**config.mk**
```make
export PLATFORM = sky130hd
export DESIGN_NAME = aes_ctr_stream_ctrl
export DESIGN_NICKNAME = d
export VERILOG_FILES = /design/src/rtl/aes_ctr_stream_ctrl.sv
export SDC_FILE = /design/constraint.sdc
export NUM_CORES = 2
export LEC_CHECK = 0
export BUFFER_PORTS_ARGS = -buffer_cell sky130_fd_sc_hd__clkbuf_2
export CORE_MARGIN = 2
export CORE_UTILIZATION = 55
export CTS_CLUSTER_SIZE = 40
export DETAILED_ROUTE_END_ITERATION = 16
export PLACE_DENSITY = 0.69
export REMOVE_ABC_BUFFERS = 1
export SYNTH_ARGS = -nofsm -noshare
export SYNTH_HDL_FRONTEND = slang
export SYNTH_SLANG_ARGS = --single-unit
```
**constraint.sdc**
```tcl
create_clock -name clk -period 19.8 [get_ports clk]
set_input_delay 3.96 -clock clk [delete_from_list [all_inputs] [get_ports clk]]
set_output_delay 3.96 -clock clk [all_outputs]
set_load 0.01 [all_outputs]
```
**src/rtl/aes_ctr_stream_ctrl.sv**
```systemverilog
// CTR-mode streaming controller placed in front of a pipelined AES core.
// Accepted blocks are buffered while their counter blocks go to the core.
// Each result is the buffered block XOR the returned keystream, emitted in order.
module aes_ctr_stream_ctrl #(
    parameter int BLOCK_W     = 128,
    parameter int CTR_W       = 32,
    parameter int DEPTH       = 16,
    parameter int AES_LATENCY = 11,
    parameter int WRAP_STOP   = 1
) (
    input  logic               clk,
    input  logic               reset,
    input  logic               start,
    input  logic               stop,
    input  logic [BLOCK_W-1:0] nonce,
    input  logic               in_valid,
    output logic               in_ready,
    input  logic [BLOCK_W-1:0] in_data,
    output logic               out_valid,
    input  logic               out_ready,
    output logic [BLOCK_W-1:0] out_data,
    output logic               aes_req_valid,
    output logic [BLOCK_W-1:0] aes_req_block,
    input  logic               aes_ks_valid,
    input  logic [BLOCK_W-1:0] aes_ks_block,
    output logic               busy,
    output logic               ctr_wrap,
    output logic               ks_err
);
    localparam int PW = $clog2(DEPTH);
    localparam int CW = PW + 1;

    typedef enum logic [1:0] {S_IDLE, S_RUN, S_DRAIN} state_t;

    state_t             r_state;
    logic [BLOCK_W-1:0] r_ctr;
    logic [CW-1:0]      r_outst;
    logic [CW-1:0]      r_ks_cnt;
    logic [PW-1:0]      r_d_wp, r_d_rp, r_k_wp, r_k_rp;
    logic [BLOCK_W-1:0] r_d_mem [DEPTH];
    logic [BLOCK_W-1:0] r_k_mem [DEPTH];
    logic               r_req_valid;
    logic [BLOCK_W-1:0] r_req_block;
    logic               r_ctr_wrap;
    logic               r_ks_err;

    logic               w_acc, w_pop, w_d_pop, w_ks_push, w_ks_bad, w_wrap;
    logic [CW-1:0]      w_outst_nxt;

    // Handshakes; a data pop is also guarded so a stray keystream cannot underflow the data FIFO.
    assign in_ready  = (r_state == S_RUN) && (r_outst < CW'(DEPTH));
    assign out_valid = (r_ks_cnt != '0);
    assign w_acc     = in_valid && in_ready;
    assign w_pop     = out_valid && out_ready;
    assign w_d_pop   = w_pop && (r_outst != '0);
    assign w_ks_push = aes_ks_valid && (r_state != S_IDLE) && (r_ks_cnt != CW'(DEPTH));
    assign w_ks_bad  = aes_ks_valid && !w_ks_push;
    assign w_wrap    = w_acc && (&r_ctr[CTR_W-1:0]);

    // Output is forced to zero when nothing is valid so uninitialised buffer contents never leak.
    assign out_data      = out_valid ? (r_d_mem[r_d_rp] ^ r_k_mem[r_k_rp]) : '0;
    assign aes_req_valid = r_req_valid;
    assign aes_req_block = r_req_block;
    assign busy          = (r_state != S_IDLE);
    assign ctr_wrap      = r_ctr_wrap;
    assign ks_err        = r_ks_err;

    // Outstanding count after this cycle's accept and output handshake.
    always_comb begin
        w_outst_nxt = r_outst;
        case ({w_acc, w_d_pop})
            2'b10:   w_outst_nxt = r_outst + CW'(1);
            2'b01:   w_outst_nxt = r_outst - CW'(1);
            default: w_outst_nxt = r_outst;
        endcase
    end

    // Buffer storage: written on push only, contents are don't-care until pushed.
    always_ff @(posedge clk) begin
        if (w_acc)     r_d_mem[r_d_wp] <= in_data;
        if (w_ks_push) r_k_mem[r_k_wp] <= aes_ks_block;
    end

    // Control FSM, counter, request register, FIFO pointers and sticky flags.
    always_ff @(posedge clk) begin
        if (!reset) begin
            r_state     <= S_IDLE;
            r_ctr       <= '0;
            r_outst     <= '0;
            r_ks_cnt    <= '0;
            r_d_wp      <= '0;
            r_d_rp      <= '0;
            r_k_wp      <= '0;
            r_k_rp      <= '0;
            r_req_valid <= 1'b0;
            r_req_block <= '0;
            r_ctr_wrap  <= 1'b0;
            r_ks_err    <= 1'b0;
        end else begin
            r_req_valid <= w_acc;
            if (w_acc) begin
                r_req_block <= r_ctr;
                r_ctr       <= {r_ctr[BLOCK_W-1:CTR_W], r_ctr[CTR_W-1:0] + CTR_W'(1)};
                r_d_wp      <= r_d_wp + PW'(1);
            end
            if (w_d_pop)   r_d_rp <= r_d_rp + PW'(1);
            if (w_ks_push) r_k_wp <= r_k_wp + PW'(1);
            if (w_pop)     r_k_rp <= r_k_rp + PW'(1);
            case ({w_ks_push, w_pop})
                2'b10:   r_ks_cnt <= r_ks_cnt + CW'(1);
                2'b01:   r_ks_cnt <= r_ks_cnt - CW'(1);
                default: r_ks_cnt <= r_ks_cnt;
            endcase
            r_outst <= w_outst_nxt;
            if (w_wrap)   r_ctr_wrap <= 1'b1;
            if (w_ks_bad) r_ks_err   <= 1'b1;

            case (r_state)
                S_IDLE: begin
                    if (start) begin
                        r_state    <= S_RUN;
                        r_ctr      <= nonce;
                        r_ctr_wrap <= 1'b0;
                        r_ks_err   <= 1'b0;
                    end
                end
                S_RUN: begin
                    if (stop || ((WRAP_STOP != 0) && w_wrap)) r_state <= S_DRAIN;
                end
                S_DRAIN: begin
                    if (w_outst_nxt == '0) r_state <= S_IDLE;
                end
                default: r_state <= S_IDLE;
            endcase
        end
    end
endmodule

```
# Word level (Yosys, flattened, before mapping)
# Memory sizes are Yosys's and may differ from the RTL's. A register that Yosys moved wholly into a read port is not among the register bits.
# Cells that the tools add are included.
[totals]
memories = 2
mem_bits_rw = 4096
reg_bits = 287
output_inout_bits = 262
[memory_table]
columns = ["memory", "depth", "width", "rd", "rd_clocked_by_memory_dff", "wr", "line", "text"]
rows = [
  ["r_d_mem", 16, 128, 1, 1, 1, "40", "logic [BLOCK_W-1:0] r_d_mem [DEPTH];"],
  ["r_k_mem", 16, 128, 1, 1, 1, "41", "logic [BLOCK_W-1:0] r_k_mem [DEPTH];"],
]
[op_classes]
bitwise = 1
n_reduce_logical = 18
magnitude_cmp = 1
n_addsub = 9
n_eq_ne = 10
n_mux = 24
[op_table]
columns = ["cell", "count"]
rows = [
  ["two-way mux 128 bit", 3],
  ["bitwise XOR 128 bit", 1],
  ["adder 32 x 1 -> 32 bit, second input constant", 1],
  ["two-way mux 32 bit", 1],
  ["AND reduction 32 bit", 1],
  ["case mux 5 bit (2 select lines)", 2],
  ["adder 4 x 1 -> 4 bit, second input constant", 4],
  ["two-way mux 4 bit", 4],
  ["adder 5 x 1 -> 5 bit, second input constant", 2],
  ["two-way mux 1 bit", 10],
  ["nonzero test 5 bit", 2],
  ["subtractor 5 x 1 -> 5 bit, second input constant", 2],
  ["logical AND 1 bit", 8],
  ["equality test 2 x 1 -> 1 bit, second input constant", 3],
  ["equality test 2 bit, second input constant", 3],
  ["two-way mux 2 bit", 3],
  ["case mux 2 bit (3 select lines)", 1],
  ["zero test 5 bit", 1],
  ["less-than comparator 5 bit, second input constant", 1],
  ["inequality test 5 bit, second input constant", 1],
  ["inequality test 2 bit, second input constant", 2],
  ["nonzero test 2 bit", 2],
  ["AND reduction 3 bit", 1],
  ["zero test 2 bit", 1],
  ["other kinds (3)", 3],
]

# Longest topological paths before layout
[depth]
depth_word = 8
depth_mapped = 14
depth_no_buf = 14

# Worst setup path before layout
# No wires, ideal clock.
[synth_timing]
kind = "input port to flip-flop"
start = "in in_valid"
end = "mem r_d_mem[3][0], enable pin"
path_buffers = 1
path_slack_ns = 5.720
t_arrival_ns = 13.308
stages = 4
required_time_ns = 19.028
cell_sequence = "and4bb_2 clkbuf_1 nand2_1 nor3_1"
[synth_via]
elab_chain_cells = 3
[synth_rtl]
columns = ["element", "line", "text"]
rows = [
  ["from (decl)", "16", "input logic in_valid,"],
  ["logical AND 1 bit", "53", "assign w_acc = in_valid && in_ready;"],
  ["two-way mux 1 bit", "80", "if (w_acc) r_d_mem[r_d_wp] <= in_data;"],
  ["two-way mux 1 bit (implied by the code)", "80", ""],
  ["to (decl)", "40", ""],
]
# No other way between the ends.

==> summary.txt <==
IR drop worst, VDD = 0.1003 mV
Leak pwr = 58.99 nW
Startpoint Class = flip-flop
Setup ws final = 9.615 ns
Core region area = 302800 sq um
Die Footprint = 308700 sq um
Total of max-cap violations = 0
FMAX = 98.18 MHz
Crit-path max FO = 118
Busiest grt layer = met2
Final setup violating endpoints = 0
Placement Setup Slack = 10.20 ns
Post-CTS Resized = 0
CTS tree = built
Worst Setup Path Type = reg -> out
Flop2flop setup slack = 15.26 ns
Post-CTS setup buffers = 0
Outcome = completed
First-pass GRT wire length = 597300 um
Syn avg cell area = 20.86 sq um
Post-synth cell types = 54
Routability Congestion = 0.8037
Vias = 84270
WL/cell = 31.80 um
CP endpoint kind = primary output
Row count = 202
Worst-Margin Slew = 1.472 ns
I/O pins = 653
Worst-Skew Late Latency = 0.98 ns
Fin Clk Skew = 0.06381 ns
RSZ-0062 raised after global routing = no
Congestion Overflow GR = 0
Comb pwr share = 13.0%
CTS Buf Count = 434
Clk sink count = 4391
Drt first-iter violations = 10020
Layout cells sized above 1 = 27.47%
Register area share after synthesis = 77.03%
Final-stage net count = 9241
Reg2reg end = r_k_mem[15][125]$_DFFE_PP_
Slew Limit Fails = 0
GRT met1 Usage = 38.39%
Clock-pin slew on the worst setup and hold paths = 0.06 ns
Asr flop ratio synth = 0%
Die W = 555.6 um
# port buffers = 652
Layout area overhead = 13.20%
CP arrival = 6.23 ns
Net Sw Frac = 23.90%
Final WL = 420100 um
Buf/Inv on CP = 4
Mapped Cells = 8021
Worst path slowest cell = buf_4
Slowest cell delay on critical path = 0.86 ns
Min Tclk post-route = 10.19 ns
CP Data Required Time = 15.84 ns
Sw Pwr = 5.071 mW
H-tree levels = 5
First-pass iteration count of the detailed router = 6
Post-synth EDFFs = 4096
Relative slew slack = 1.871%
Largest net degree at the start of global routing = 154
Crit path to = out_data[33]
Pwr per Cell Area = 112.0 nW/um^2
Antenna violations before repair = 91
Top_reg_cell synth = edfxtp_1
Yosys reg bits = 4391
Crit-path cells = buf_4, buf_4, buf_12, mux4_2, mux4_2, or3_1, a21oi_1, clkbuf_2
CTS Buffer Depth = 4
Seq pwr share = 48.4%
Hold Buf Count CTS = 0
Die Y = 555.6 um
CP Depth = 8
Yosys top cell by area = edfxtp_1
Critical R2R Launch = r_state[0]$_SDFFE_PN0P_
Crit-path leading delay family = buffers and inverters
Post-synth top area share = 73.50%
Clock power frac = 38.6%
Final ANT Viol Nets = 0
Final hold vios = 0
Vias in the first global route = 83620
DR DRC count = 0
Final worst path period share = 51.44%
Yosys warns = 0
All-Layer GR Usage = 26.99%
Met2 Usage GRT = 43.30%
Cell Int Power = 16.15 mW
Drt via density = 6.379
Top cells by area, synth = edfxtp_1, mux4_2, dfxtp_1, mux2i_1, a21oi_1
TNS Setup = 0 ns
Worst hold-check path type = reg -> reg
Reg2Reg Depth = 8
HPWL Detailed = 230200 um
Starting density of the core = 55.26%
Met3 global-route usage = 5.015%
Root Buffer = clkbuf_16
Syn Std Cell Area = 167300 sq um
sequential cells by signal, summed over array words and instances, names as in the netlist, named ones only:
signal         flops
ks_err             1
ctr_wrap           1
r_ctr            128
aes_req_valid      1
aes_req_block    128
r_k_rp             4
r_outst            5
r_k_wp             4
r_state            2
r_d_wp             4
r_ks_cnt           5
r_d_mem         2048
r_d_rp             4
r_k_mem         2048
metal layers:
metal | vias to the layer above | part of all wire, % | routed length, um
li1 | 34580 | - | -
met1 | 44660 | 39 | 164900
met2 | 4204 | 49 | 205100
met3 | 756 | 9.1 | 38210
met4 | 72 | 2.7 | 11490
met5 | - | 0.11 | 466
cell usage in the layout (no fill, tap or decap), types with 10 or more instances in the layout:
master      netlist  final
clkbuf_16         0    439
and2_1           48     47
mux4_2         1018   1018
clkinv_1          3     89
xnor2_1         114    114
nor2_4            0     25
ha_1             19     19
clkbuf_1        244    109
nor2_1          185    160
dfxtp_1         295    287
clkinvlp_4        0     10
a211oi_1         53     53
inv_6             0     10
buf_4            47    165
mux2i_1         327    327
a21oi_1         385    385
o21ai_0          82     82
buf_12            0     11
diode_2           0     28
inv_1            17     14
nand3_1          16     16
nand2_1         511    508
bufinv_16         0     46
clkinv_2          0     79
edfxtp_1       4096   4096
and3_1           18     18
xor2_1           61     61
nor2b_1          32     32
o32ai_1          34     34
o22ai_1         108    108
nor3_1           20     12
clkbuf_2          0    652
nand4_1          15     15
o221ai_1         48     48
cell type report:
class	count	area, sq um
timing repair buffer	828	4722
clock buffer	557	11510
fill	20560	113400
inverter	21	97.59
tap	3978	4977
sequential	4391	128900
antenna	28	70.07
clock inverter	253	2738
multi-input combinational	3154	36360
cells by family after synthesis:
family	count (synthesis)	share of synthesized area (%)
compound gates	731	2.567
xor+xnor	175	0.9160
fa+ha+maj	20	0.1540
buf+inv	476	1.397
flops	4391	77.03
mux	1351	15.70
simple gates	877	2.234
power groups by stage:
stage	Clock [mW]	Combinational, mW	Sequential, mW
6_report	8.18	2.77	10.3
5_1_grt	8.63	2.97	10.3
4_1_cts	8.29	2.82	10.3
3_5_place_dp	0	2.81	10.5
3_3_place_gp	0	2.78	10.5
2_1_floorplan	0	3.03	10.8
tightest hold or removal path: stages (launching register included):
cell	delay [ns]
dfxtp_1	0.31
nand2_1	0.05
a21oi_1	0.05
how the worst min path moves through the flow:
stage          cells past startpoint                    start                              end
6_report                           2   r_ctr[88]$_SDFFE_PN0P_   aes_req_block[88]$_SDFFE_PN0N_
3_3_place_gp                       2   r_ctr[41]$_SDFFE_PN0P_   aes_req_block[41]$_SDFFE_PN0N_
2_1_floorplan                      2  r_ctr[100]$_SDFFE_PN0P_  aes_req_block[100]$_SDFFE_PN0N_
5_1_grt                            2   r_ctr[93]$_SDFFE_PN0P_   aes_req_block[93]$_SDFFE_PN0N_
4_1_cts                            2   r_ctr[88]$_SDFFE_PN0P_   aes_req_block[88]$_SDFFE_PN0N_
3_5_place_dp                       2   r_ctr[80]$_SDFFE_PN0P_   aes_req_block[80]$_SDFFE_PN0N_
Yosys cell counts, drive strengths merged, types with 19 or more instances:
cell    count
and2       48
nand2     511
nor3       20
clkbuf    245
a211oi     53
buf       210
o32ai      34
mux4     1018
dfxtp     295
xor2       61
o22ai     108
ha         19
o221ai     48
o21ai      82
nor2b      32
mux2i     327
xnor2     114
nor2      185
edfxtp   4096
a21oi     386
metrics by stage:
step	power [mW]	instance area, sq um	utilization (%)	std cells	hold WS [ns]
floorplan	13.79	165100	-	7566	0.4321
global placement	13.23	175100	57.83	12370	0.4357
detailed placement	13.27	175100	57.83	12370	0.4437
CTS	21.37	189300	62.53	13180	0.4399
global route	21.87	189400	62.54	13190	0.4632
finish	21.22	189400	62.56	13210	0.4392
(Power assumes the default switching activity.)
